**src/rtl/if_fetch_stage.sv**
```systemverilog
// MIPS32 instruction fetch: owns the PC and presents IR/NPC to IF/ID. Optional IF_HALT_EN stops fetch on the HLT opcode.
// Latency: imem ack cycle -> valid_o on the next cycle; 1 instr/cycle with zero-wait memory.
// Backpressure: stall_i holds the output register and withdraws imem_req_o; redirect_i flushes it.
module if_fetch_stage #(
  parameter logic [31:0] RESET_PC    = 32'h0000_0000,
  parameter logic [5:0]  HALT_OPCODE = 6'b111111
) (
  input  logic        clk,
  input  logic        rst_n,
  input  logic        stall_i,
  input  logic        redirect_i,
  input  logic [31:0] redirect_pc_i,
  output logic        imem_req_o,
  output logic [31:0] imem_addr_o,
  input  logic        imem_ack_i,
  input  logic [31:0] imem_rdata_i,
  output logic [31:0] npc_o,
  output logic [31:0] ir_o,
  output logic        valid_o,
  output logic        halted_o
);

`ifdef IF_HALT_EN
  typedef enum logic [1:0] {IDLE, RUN, HALTED} state_t;
`else
  typedef enum logic [1:0] {IDLE, RUN} state_t;
`endif

  state_t      state;
  logic [31:0] pc;
  logic [31:0] redirect_pc;
  logic        accept;
  logic        consume;
  logic        unused_ok;

  assign redirect_pc = {redirect_pc_i[31:2], 2'b00};
  assign imem_addr_o = pc;
  assign imem_req_o  = (state == RUN) && !(valid_o && stall_i) && !redirect_i;
  // req already excludes redirect, so an ack during redirect is never accepted
  assign accept      = imem_req_o && imem_ack_i;
  assign consume     = valid_o && !stall_i;

`ifdef IF_HALT_EN
  logic is_hlt;
  assign is_hlt    = (imem_rdata_i[31:26] == HALT_OPCODE);
  assign halted_o  = (state == HALTED);
  assign unused_ok = ^redirect_pc_i[1:0];
`else
  assign halted_o  = 1'b0;
  assign unused_ok = ^{redirect_pc_i[1:0], HALT_OPCODE};
`endif

  always_ff @(posedge clk or negedge rst_n) begin
    if (!rst_n) begin
      state   <= IDLE;
      pc      <= RESET_PC;
      npc_o   <= 32'h0;
      ir_o    <= 32'h0;
      valid_o <= 1'b0;
    end else begin
      case (state)
        IDLE: begin
          state <= RUN;
          if (redirect_i) pc <= redirect_pc;
        end
        RUN: begin
          if (redirect_i) begin
            pc      <= redirect_pc;
            valid_o <= 1'b0;
          end else if (accept) begin
            ir_o    <= imem_rdata_i;
            npc_o   <= pc + 32'd4;
            valid_o <= 1'b1;
            pc      <= pc + 32'd4;
`ifdef IF_HALT_EN
            if (is_hlt) state <= HALTED;
`endif
          end else if (consume) begin
            valid_o <= 1'b0;
          end
        end
`ifdef IF_HALT_EN
        // Redirects are ignored here; only reset leaves HALTED
        HALTED: begin
          if (consume) valid_o <= 1'b0;
        end
`endif
        default: state <= IDLE;
      endcase
    end
  end

endmodule
```
**config.mk**
```make
export PLATFORM = sky130hd
export DESIGN_NAME = if_fetch_stage
export DESIGN_NICKNAME = d
export VERILOG_FILES = /design/src/rtl/if_fetch_stage.sv
export SDC_FILE = /design/constraint.sdc
export NUM_CORES = 1
export LEC_CHECK = 0
export CORE_MARGIN = 4
export CORE_UTILIZATION = 45
export DETAILED_ROUTE_END_ITERATION = 6
export PLACE_DENSITY_LB_ADDON = 0.15
export RECOVER_POWER = 25
export REMOVE_ABC_BUFFERS = 1
export SYNTH_ARGS = -nofsm -noshare
export SYNTH_HDL_FRONTEND = slang
export SYNTH_SLANG_ARGS = --single-unit
```
**constraint.sdc**
```tcl
create_clock -name clk -period 2.42 [get_ports clk]
set_clock_uncertainty 0.15 [all_clocks]
set_input_delay 0.242 -clock clk [delete_from_list [all_inputs] [get_ports clk]]
set_output_delay 0.242 -clock clk [all_outputs]
set_load 0.1 [all_outputs]
```
After elaboration in Yosys (flattened, before gate mapping)
Cells that the tools add are included.

Input bits: 69. Output and inout bits: 99. Bits in registers: 99. Word-level logic and storage cells: 32.

Equal/unequal tests: 3. Reductions and logical operators: 14. Bitwise operators: 1. Add/sub/neg operators: 1. Multiplexer cells: 8.

Operators by type and width (number): $mux W32 (3); $pmux W32 S2 (1); $add A32 B3 Y32 const B (1); $reduce_and A3 Y1 (2); $logic_and A1 B1 Y1 (5); $pmux W2 S2 (1); $logic_not A1 Y1 (3); $mux W1 (3); $ne A3 B3 Y1 const B (1); $reduce_bool A3 Y1 (1); $eq A2 B1 Y1 const B (1); $logic_not A2 Y1 (1); $ne A2 B2 Y1 const B (1); $reduce_and A2 Y1 (1); $reduce_bool A2 Y1 (1); $not A1 Y1 (1).

Depth between registers and ports, before layout
Gate-level depths: netlist (run 1).

Depth after elaboration: 8. Gate-level depth with buffers: 6. Mapped depth without buffers: 6.

Worst setup path before layout (run 1)
OpenSTA, ideal clock, no wires.

Path kind: register -> register. Start point: reg pc[4] (netlist: imem_addr_o[4]). End point: reg pc[23] (netlist: imem_addr_o[23]). Library setup time: 0.131 ns. Path slack: -0.491 ns. Period minus slack after synthesis: 2.911 ns. Required time: 2.139 ns. Arrival time: 2.629 ns. Cell stages (with the launch flop): 7. Path buffers: 1. Cells stage by stage: dfrtp_1 buf_2 nand3_2 nor4_4 nand4_2 and3_1 or3_1.

Word-level cells in the longest chain between the ends: 4.

RTL lines: from (decl) (RTL line 30) `logic [31:0] pc;`; from (signal assigned) (RTL line 64) `if (redirect_i) pc <= redirect_pc;`; from (signal assigned) (RTL line 68) `pc <= redirect_pc;`; from (signal assigned) (RTL line 74) `pc <= pc + 32'd4;`; $add A32 B3 Y32 (RTL line 74); $mux W32 (RTL line 70) `end else if (accept) begin`; $mux W32 (RTL line 67) `if (redirect_i) begin`; $pmux W32 S2 (RTL line 61) `case (state)`.

No other way between the ends. The select of a mux whose other input is x is not followed. A chain may end at the register's enable or synchronous reset.

Final worst setup path (run 1)
Start point: reg pc[2] (netlist: imem_addr_o[2]). End point: reg pc[24] (netlist: imem_addr_o[24]).

Same word-level chain as after synthesis.

==> results of run 1 <==
==> cell type report <==
| type | count | area share |
|---|---|---|
| timing repair buffer | 185 | 0.253 |
| inverter | 8 | 0.00471 |
| sequential | 94 | 0.369 |
| clock inverter | 6 | 0.0108 |
| tap | 133 | 0.0261 |
| multi-input combinational | 313 | 0.315 |
| clock buffer | 10 | 0.0216 |
==> power by group through the flow <==
stage / sequential, µW / clock [µW] / combinational [µW]
2_1_floorplan: 4350 / 0 / 446
3_3_place_gp: 2110 / 0 / 3530
3_5_place_dp: 2130 / 0 / 3550
4_1_cts: 2100 / 1130 / 3560
5_1_grt: 2140 / 1190 / 3650
6_report: 2100 / 1100 / 3530
==> layer usage <==
| metal | routed length, µm | track usage | vias up |
|---|---|---|---|
| met5 | 0 | 0 | - |
| met3 | 673 | 0.0376 | 20 |
| li1 | - | - | 1890 |
| met1 | 5000 | 0.269 | 1895 |
| met2 | 6330 | 0.361 | 102 |
| met4 | 277 | 0.0911 | 0 |
==> through the flow <==
stage | TNS, ns | power [µW] | utilization
floorplan | -186.83 | 4790 | -
global placement | 0 | 5640 | 0.631
detailed placement | 0 | 5680 | 0.631
CTS | 0 | 6790 | 0.653
global route | 0 | 6980 | 0.653
finish | 0 | 6730 | 0.653
==> sequential cells by signal, indices dropped and copies added, names as in the netlist <==
| register | count |
|---|---|
| ir_o | 32 |
| imem_addr_o | 30 |
| npc_o | 30 |
| state | 1 |
| valid_o | 1 |
==> critical path: cells and delay by family (launching register included) <==
family / cells / cell delay (ns)
adders and majority gates: 1 / 0.20
and+or+nand+nor: 4 / 1.21
DFF: 1 / 0.46
AOI/OAI and AO/OA: 1 / 0.10
==> path summary, 6_finish.rpt <==
check | startpoint | end | slack, ns
max in group asynchronous | rst_n | imem_addr_o[4] | 0.35
worst min register to register | npc_o[21] | npc_o[21] | 0.34
worst max-delay path | imem_addr_o[2] | imem_addr_o[24] | 0.22
min in group asynchronous | rst_n | npc_o[14] | 0.69
worst min-delay path | redirect_pc_i[22] | imem_addr_o[22] | 0.30
worst max register to register | imem_addr_o[2] | imem_addr_o[24] | 0.22
==> repair_timing <==
action	4_1_cts	5_1_grt
endpoints found under the setup margin	0	0
hold endpoints to repair	29	0
hold buffers	1	0
==> cell families after synthesis <==
kind of cell / share of synthesized area
buffers and inverters: 0.0402
muxes: 0.0846
DFF: 0.521
other: 0.00166
AOI/OAI and AO/OA: 0.130
adders and majority gates: 0.00277
and+or+nand+nor: 0.165
xor gates and xnor gates: 0.0544
==> cells in the final DEF (no fill, tap or decap), types with 17 or more instances in the layout <==
cell	instances
clkdlybuf4s50_1	65
nand3_1	19
dfrtp_1	94
nor2_1	19
nand2_1	56
a21oi_1	17
mux2_2	33
xor2_1	17
o21ai_0	49
buf_4	113
==> results.txt, run 1 <==
Once layout is done, the placed cells without fillers occupy 6380 µm². Timing would allow up to 456 MHz. Clock-pin slew was measured on the worst setup and hold paths at 0.09 ns.

The number of antenna violations at the first check in global routing came out at 0. For this run the aggregate overflow at the end of global routing stands at 0. The required time of the critical path was 2.56 ns.

The worst register-to-register path has a depth of 6. Dividing the detail-routed wire length by the instance count gives 16.4 µm. The H-tree depth reported by CTS was 3. The portion of total power attributed to sequential cells came out at 0.312. Via count of the first global-routing pass: 3922. The tree is rooted in a clkbuf_8. For the max-cap violation count, the log shows 1. The power density relative to cell area is 1060 nW/µm², and the number of iterations in the first detailed-routing pass is 5. The share of Yosys cell area claimed by the top area cell type is 0.521, and the area of the die is 11700 µm². Cell taking the most area after synthesis: dfrtp_1. For this run, design rule violations remaining after detail routing come to 0. Initial core utilization: 0.461. The final layout contains 681 nets. Setup repair after global routing left no endpoint under its margin. The arrival time of the worst setup path is 2.33 ns.

The critical path goes through ha_1 -> nand4_1 -> nor2_1 -> nand4_1 -> or3_1 -> o211ai_1. The count of port buffers added during placement was 160; the proportion of register bits with asynchronous set or reset after synthesis was 1.00. The clock net in this run drives a total of 94 sinks. Relative to the synthesized area, the layout overhead comes to 41.4%.

The mean cell area of the mapped netlist works out to 10.2 µm². In this run, synthesis inferred 0 flip-flops with an integrated enable. In this run, CTS created clock tree buffers numbering 9. Total detailed-routing wirelength: 12300 µm.

The first global-routing pass estimated 19500 µm of wire. The run gives 45 as the unique cell type count in the Yosys netlist. Along the worst path, the maximum fanout reaches 6. The ratio of routed vias to standard cells was 5.22.

The run finished, with violations left. The internal portion of the total power is 3140 µW. The logs give 168 for the number of top-level design ports and 749 for the filler-free cell count of the finished design. The shortest clock period the worst path allows after layout was 2.20 ns; the placeable core area was 9770 µm².

The maximum root-to-sink buffer count was 2; the slew at the pin with the worst max-slew slack was 1.69 ns. Setup slack closes at 0.225 ns. The element type at the critical path start is a register. The count of final hold-check violations came out at 0.

Once placement finished, the instance area stood at 6170 µm². The checks that failed: capacitance limit, slew limit. Summed over all cells, the static leakage comes to 0.00283 µW.

Entering global routing, the biggest net connects 66 pins. Fraction of final layout cells sized beyond drive strength 1: 0.287. At the end of routability-driven placement, the weighted congestion stood at 0.788.

The kind of critical path is register to register. The clock network power share was 0.163; the standard-cell row count was 36. The layout has 838 filler cells. After detailed placement, the design holds a cell count of 732. The cell count after synthesis came out at 443.

The sequential cells in the finished layout cover a total of 2350 µm². The run gives 30 as the count of pins over their slew limit. The cell depth of the worst hold path is 3. Sorting the synthesized cells by how often they occur yields dfrtp_1, nand2_1, o21ai_0. The post-synthesis cell area is 4510 µm².

The delay contributed by the slowest stage of the critical path is 0.46 ns, and the footprint of the multi-input gates is 2010 µm². The tools report the sequential area share after synthesis as 0.521. The width of the chip is 108 µm. Number of synthesized register bits: 94.

Summed over all nets, the half-perimeter wirelength after detailed placement is 9110 µm. Placement-stage worst setup slack: 0.228 ns. IR analysis of the VDD net gives a maximum drop of 0.783 mV.

The logs give 0 for the final setup violation count and 0.303 ns for the final-layout worst hold slack. The class of the worst hold path is primary input to register. The antenna diode instance count is 0. The most frequent cell after synthesis is dfrtp_1. The part of the cycle the worst path needs was 0.907. The logs give 0.525 for the combinational fraction of design power and 3907 for the total number of vias.

The most numerous cell type found on the critical path is nand4_1. The run gives 0.37 ns as the clock latency on the worst-skew pair. The number of setup buffers added after CTS is 0. TritonCTS built the clock tree. The count of nets left with antenna violations once routing finished came out at 0.

The detailed router finished its first iteration with 169 violations. In the synthesized netlist the dominant register cell turns out to be dfrtp_1. The headroom to the max-slew limit is -0.125, and the share of total power consumed by net switching is 0.533. Sorting the synthesized cells by area gives the leading types as dfrtp_1, mux2_2, o21ai_0. The overall fraction of global-route tracks in use is 0.213, and the vertical die dimension is 108 µm. The count of yosys warnings during synthesis was 0; the number of gates resized after cts was 0. STA classifies the critical path endpoint as a register. The switching power was 3590 µW. The slowest stage of the critical path belongs to the cell dfrtp_1.
Note: power is estimated with default switching activity, not from simulation.
==> inputs of run 2 (changes only) <==
--- a/config.mk
+++ b/config.mk
@@ -8,9 +8,12 @@
 export CORE_MARGIN = 4
 export CORE_UTILIZATION = 45
 export DETAILED_ROUTE_END_ITERATION = 6
+export GPL_TIMING_DRIVEN = 0
 export PLACE_DENSITY_LB_ADDON = 0.15
 export RECOVER_POWER = 25
 export REMOVE_ABC_BUFFERS = 1
+export SETUP_SLACK_MARGIN = 0.3
+export SLEW_MARGIN = 20
 export SYNTH_ARGS = -nofsm -noshare
 export SYNTH_HDL_FRONTEND = slang
 export SYNTH_SLANG_ARGS = --single-unit
==> results.txt, run 2 (same netlist as run 1, synthesis figures left out) <==
At the end of the flow, the number of nets in the layout was 690. In this run the worst setup path begins at imem_addr_o[3]. The part of the cycle the worst path needs was 0.882. The number of flip-flops under the largest register name was 32; the width of the chip was 108 µm.

The startpoint of the tightest hold check path was redirect_i. The tools report the element type at the critical path start as a register. The run gives 0.461 as the initial core utilization.

The worst register-to-register path has a depth of 9. The vertical die dimension works out to 108 µm. For the count of final hold-check violations, the log shows 0. Overall power: 6640 µW.

The tools report the fill cell total of the finished layout as 831. The end of the worst register-to-register path was imem_addr_o[18]. The run finished with clean final reports.

Of all nets on the critical path, the largest fanout is 3. For the least setup slack across all paths after layout, the log shows 0.286 ns. For this run, the detailed router's first-pass iteration total came to 4. The clock tree synthesis step divided the H-tree into 3 levels. The ratio of routed vias to standard cells works out to 5.38. Entering global routing, the biggest net connects 58 pins.

The worst setup path is captured at an output port. The tools report the number of antenna violations at the first check in global routing as 0. Dividing the detail-routed wire length by the instance count gives 17.2 µm. TritonCTS built the clock tree. The tools report the number of top-level design ports as 168. The placer's final routability congestion estimate is 0.751, and the max-cap violation count is 0. For this design the static power due to leakage is 0.00293 µW. No sink is reached through more buffers than the 2 on the longest clock path. Headroom to the max-slew limit: 0.222.

The area of the die was 11700 µm²; the slew at the pin with the worst max-slew slack was 1.17 ns. Once detail routing completed, the nets flagged for antenna violations numbered 0. After floorplanning, the core was sized to cover 9770 µm². Setup repair after global routing could not meet its margin everywhere. Port buffering added 160 buffers.

The via count of the first global-routing pass is 4002, and the maximum clock rate is 469 MHz. Leaving out fill and tap cells, the most frequent cells in the layout are dfrtp_1, dlygate4sd2_1, clkdlybuf4s50_1. Wire length of the first global-routing pass: 20200 µm.

Violation count after the first detailed-route iteration: 189. The total number of vias is 4077. The kind of critical path is register to output port. The fraction of final layout cells sized beyond drive strength 1 is 0.198, and the shortest clock period the worst path allows after layout is 2.13 ns. Half-perimeter wire length after placement: 8670 µm. In this run the core area contains 36 standard-cell rows.

For this block, the routed nets add up to 13000 µm of wire. Prior to clock tree synthesis, the placed netlist has a worst setup slack of -0.712 ns. The tools report the worst min-delay path endpoint as imem_addr_o[16]. The number of clock buffers inserted by TritonCTS was 9; the minimum setup slack among reg-to-reg paths was 0.30 ns. For this design the ratio of total power to cell area is 996 nW/µm².

The cell depth of the worst hold path is 3, and the DRC violations left is 0. At the worst endpoint, the required time is 2.03 ns. The tightest min-delay check is of the primary input to register type. In this run the critical register-to-register path is launched from imem_addr_o[2]. Count of pins over their slew limit: 0. The total overflow left after global routing is 0. The growth of design area from synthesis to finish is 47.9%, and the final setup violation count is 0.

At the worst endpoint, the arrival time is 1.74 ns. The number of antenna diodes in the final layout is 0. The clock-pin slew of the registers on the worst-case setup and hold paths came out at 0.10 ns.

Clock latency on the worst-skew pair, taken at its later pin, is 0.36 ns. The leading cell type in the layout, fill and taps excluded was dfrtp_1. Counting flops per register, the top entry is ir_o.

Library cell used as clock root buffer: clkbuf_8. The setup total negative slack is 0 ns. The number of sinks on the clock net is 94. The worst-case IR drop observed on VDD is 0.670 mV.

The run gives 0.221 as the overall fraction of global-route tracks in use.
## run 2: what timing repair did
| action | in CTS | in global routing |
|---|---|---|
| hold buffers | 1 | 0 |
| gates resized for setup | 131 | 32 |
| pin swaps | 5 | 5 |
| setup buffers | 10 | 17 |
| gates cloned | 3 | 0 |
| hold endpoints to repair | 43 | 0 |
| endpoints found under the setup margin | 175 | 44 |
## run 2: worst max-delay path by stage
| stage | endpoint | cells past startpoint | slack, ns |
|---|---|---|---|
| floorplan | imem_addr_o[18] | 4 | -2.58 |
| global placement | imem_addr_o[18] | 5 | -6.13 |
| detailed placement | imem_addr_o[18] | 6 | -0.71 |
| CTS | imem_addr_o[23] | 6 | 0.18 |
| global route | imem_addr_o[18] | 9 | 0.17 |
| finish | imem_addr_o[3] | 2 | 0.29 |
## run 2: critical path, stage by stage (launching register included)
cell and delay [ns]:
dfrtp_1 0.42, buf_4 0.13, dlygate4sd2_1 0.84
## run 2: area by class of cell
| class | instances | area, µm² | share of cell area |
|---|---|---|---|
| inverters | 8 | 30.0 | 0.00450 |
| well taps | 133 | 166 | 0.0249 |
| repair buffers | 191 | 1790 | 0.268 |
| multi-input cells | 316 | 2130 | 0.319 |
| clock buffers | 10 | 128 | 0.0191 |
| flip-flops and latches | 94 | 2360 | 0.355 |
| clock inverters | 6 | 67.6 | 0.0101 |
## run 2: power by group
part | internal [µW] | switching (µW)
clock | 485 | 580
combinational | 683 | 2790
sequential | 1880 | 225
total | 3040 | 3600
## run 2: per-layer routing
| metal | share of wire | wire length (µm) | track usage |
|---|---|---|---|
| met1 | 0.40 | 5210 | 0.281 |
| met2 | 0.52 | 6770 | 0.377 |
| met3 | 0.063 | 828 | 0.0472 |
| met4 | 0.018 | 235 | 0.0694 |
| met5 | 0 | 0 | 0 |
## run 2: metrics by stage
step / hold WS [ns] / instances / area [µm²] / utilization
after global routing: 0.293 / 758 / 6670 / 0.682
final: 0.267 / 758 / 6670 / 0.682
after CTS: 0.213 / 741 / 6510 / 0.666
after detailed placement: 0.0433 / 711 / 6220 / 0.637
after floorplan: -0.204 / 415 / 4370 / -
after global placement: 0.310 / 708 / 6140 / 0.628
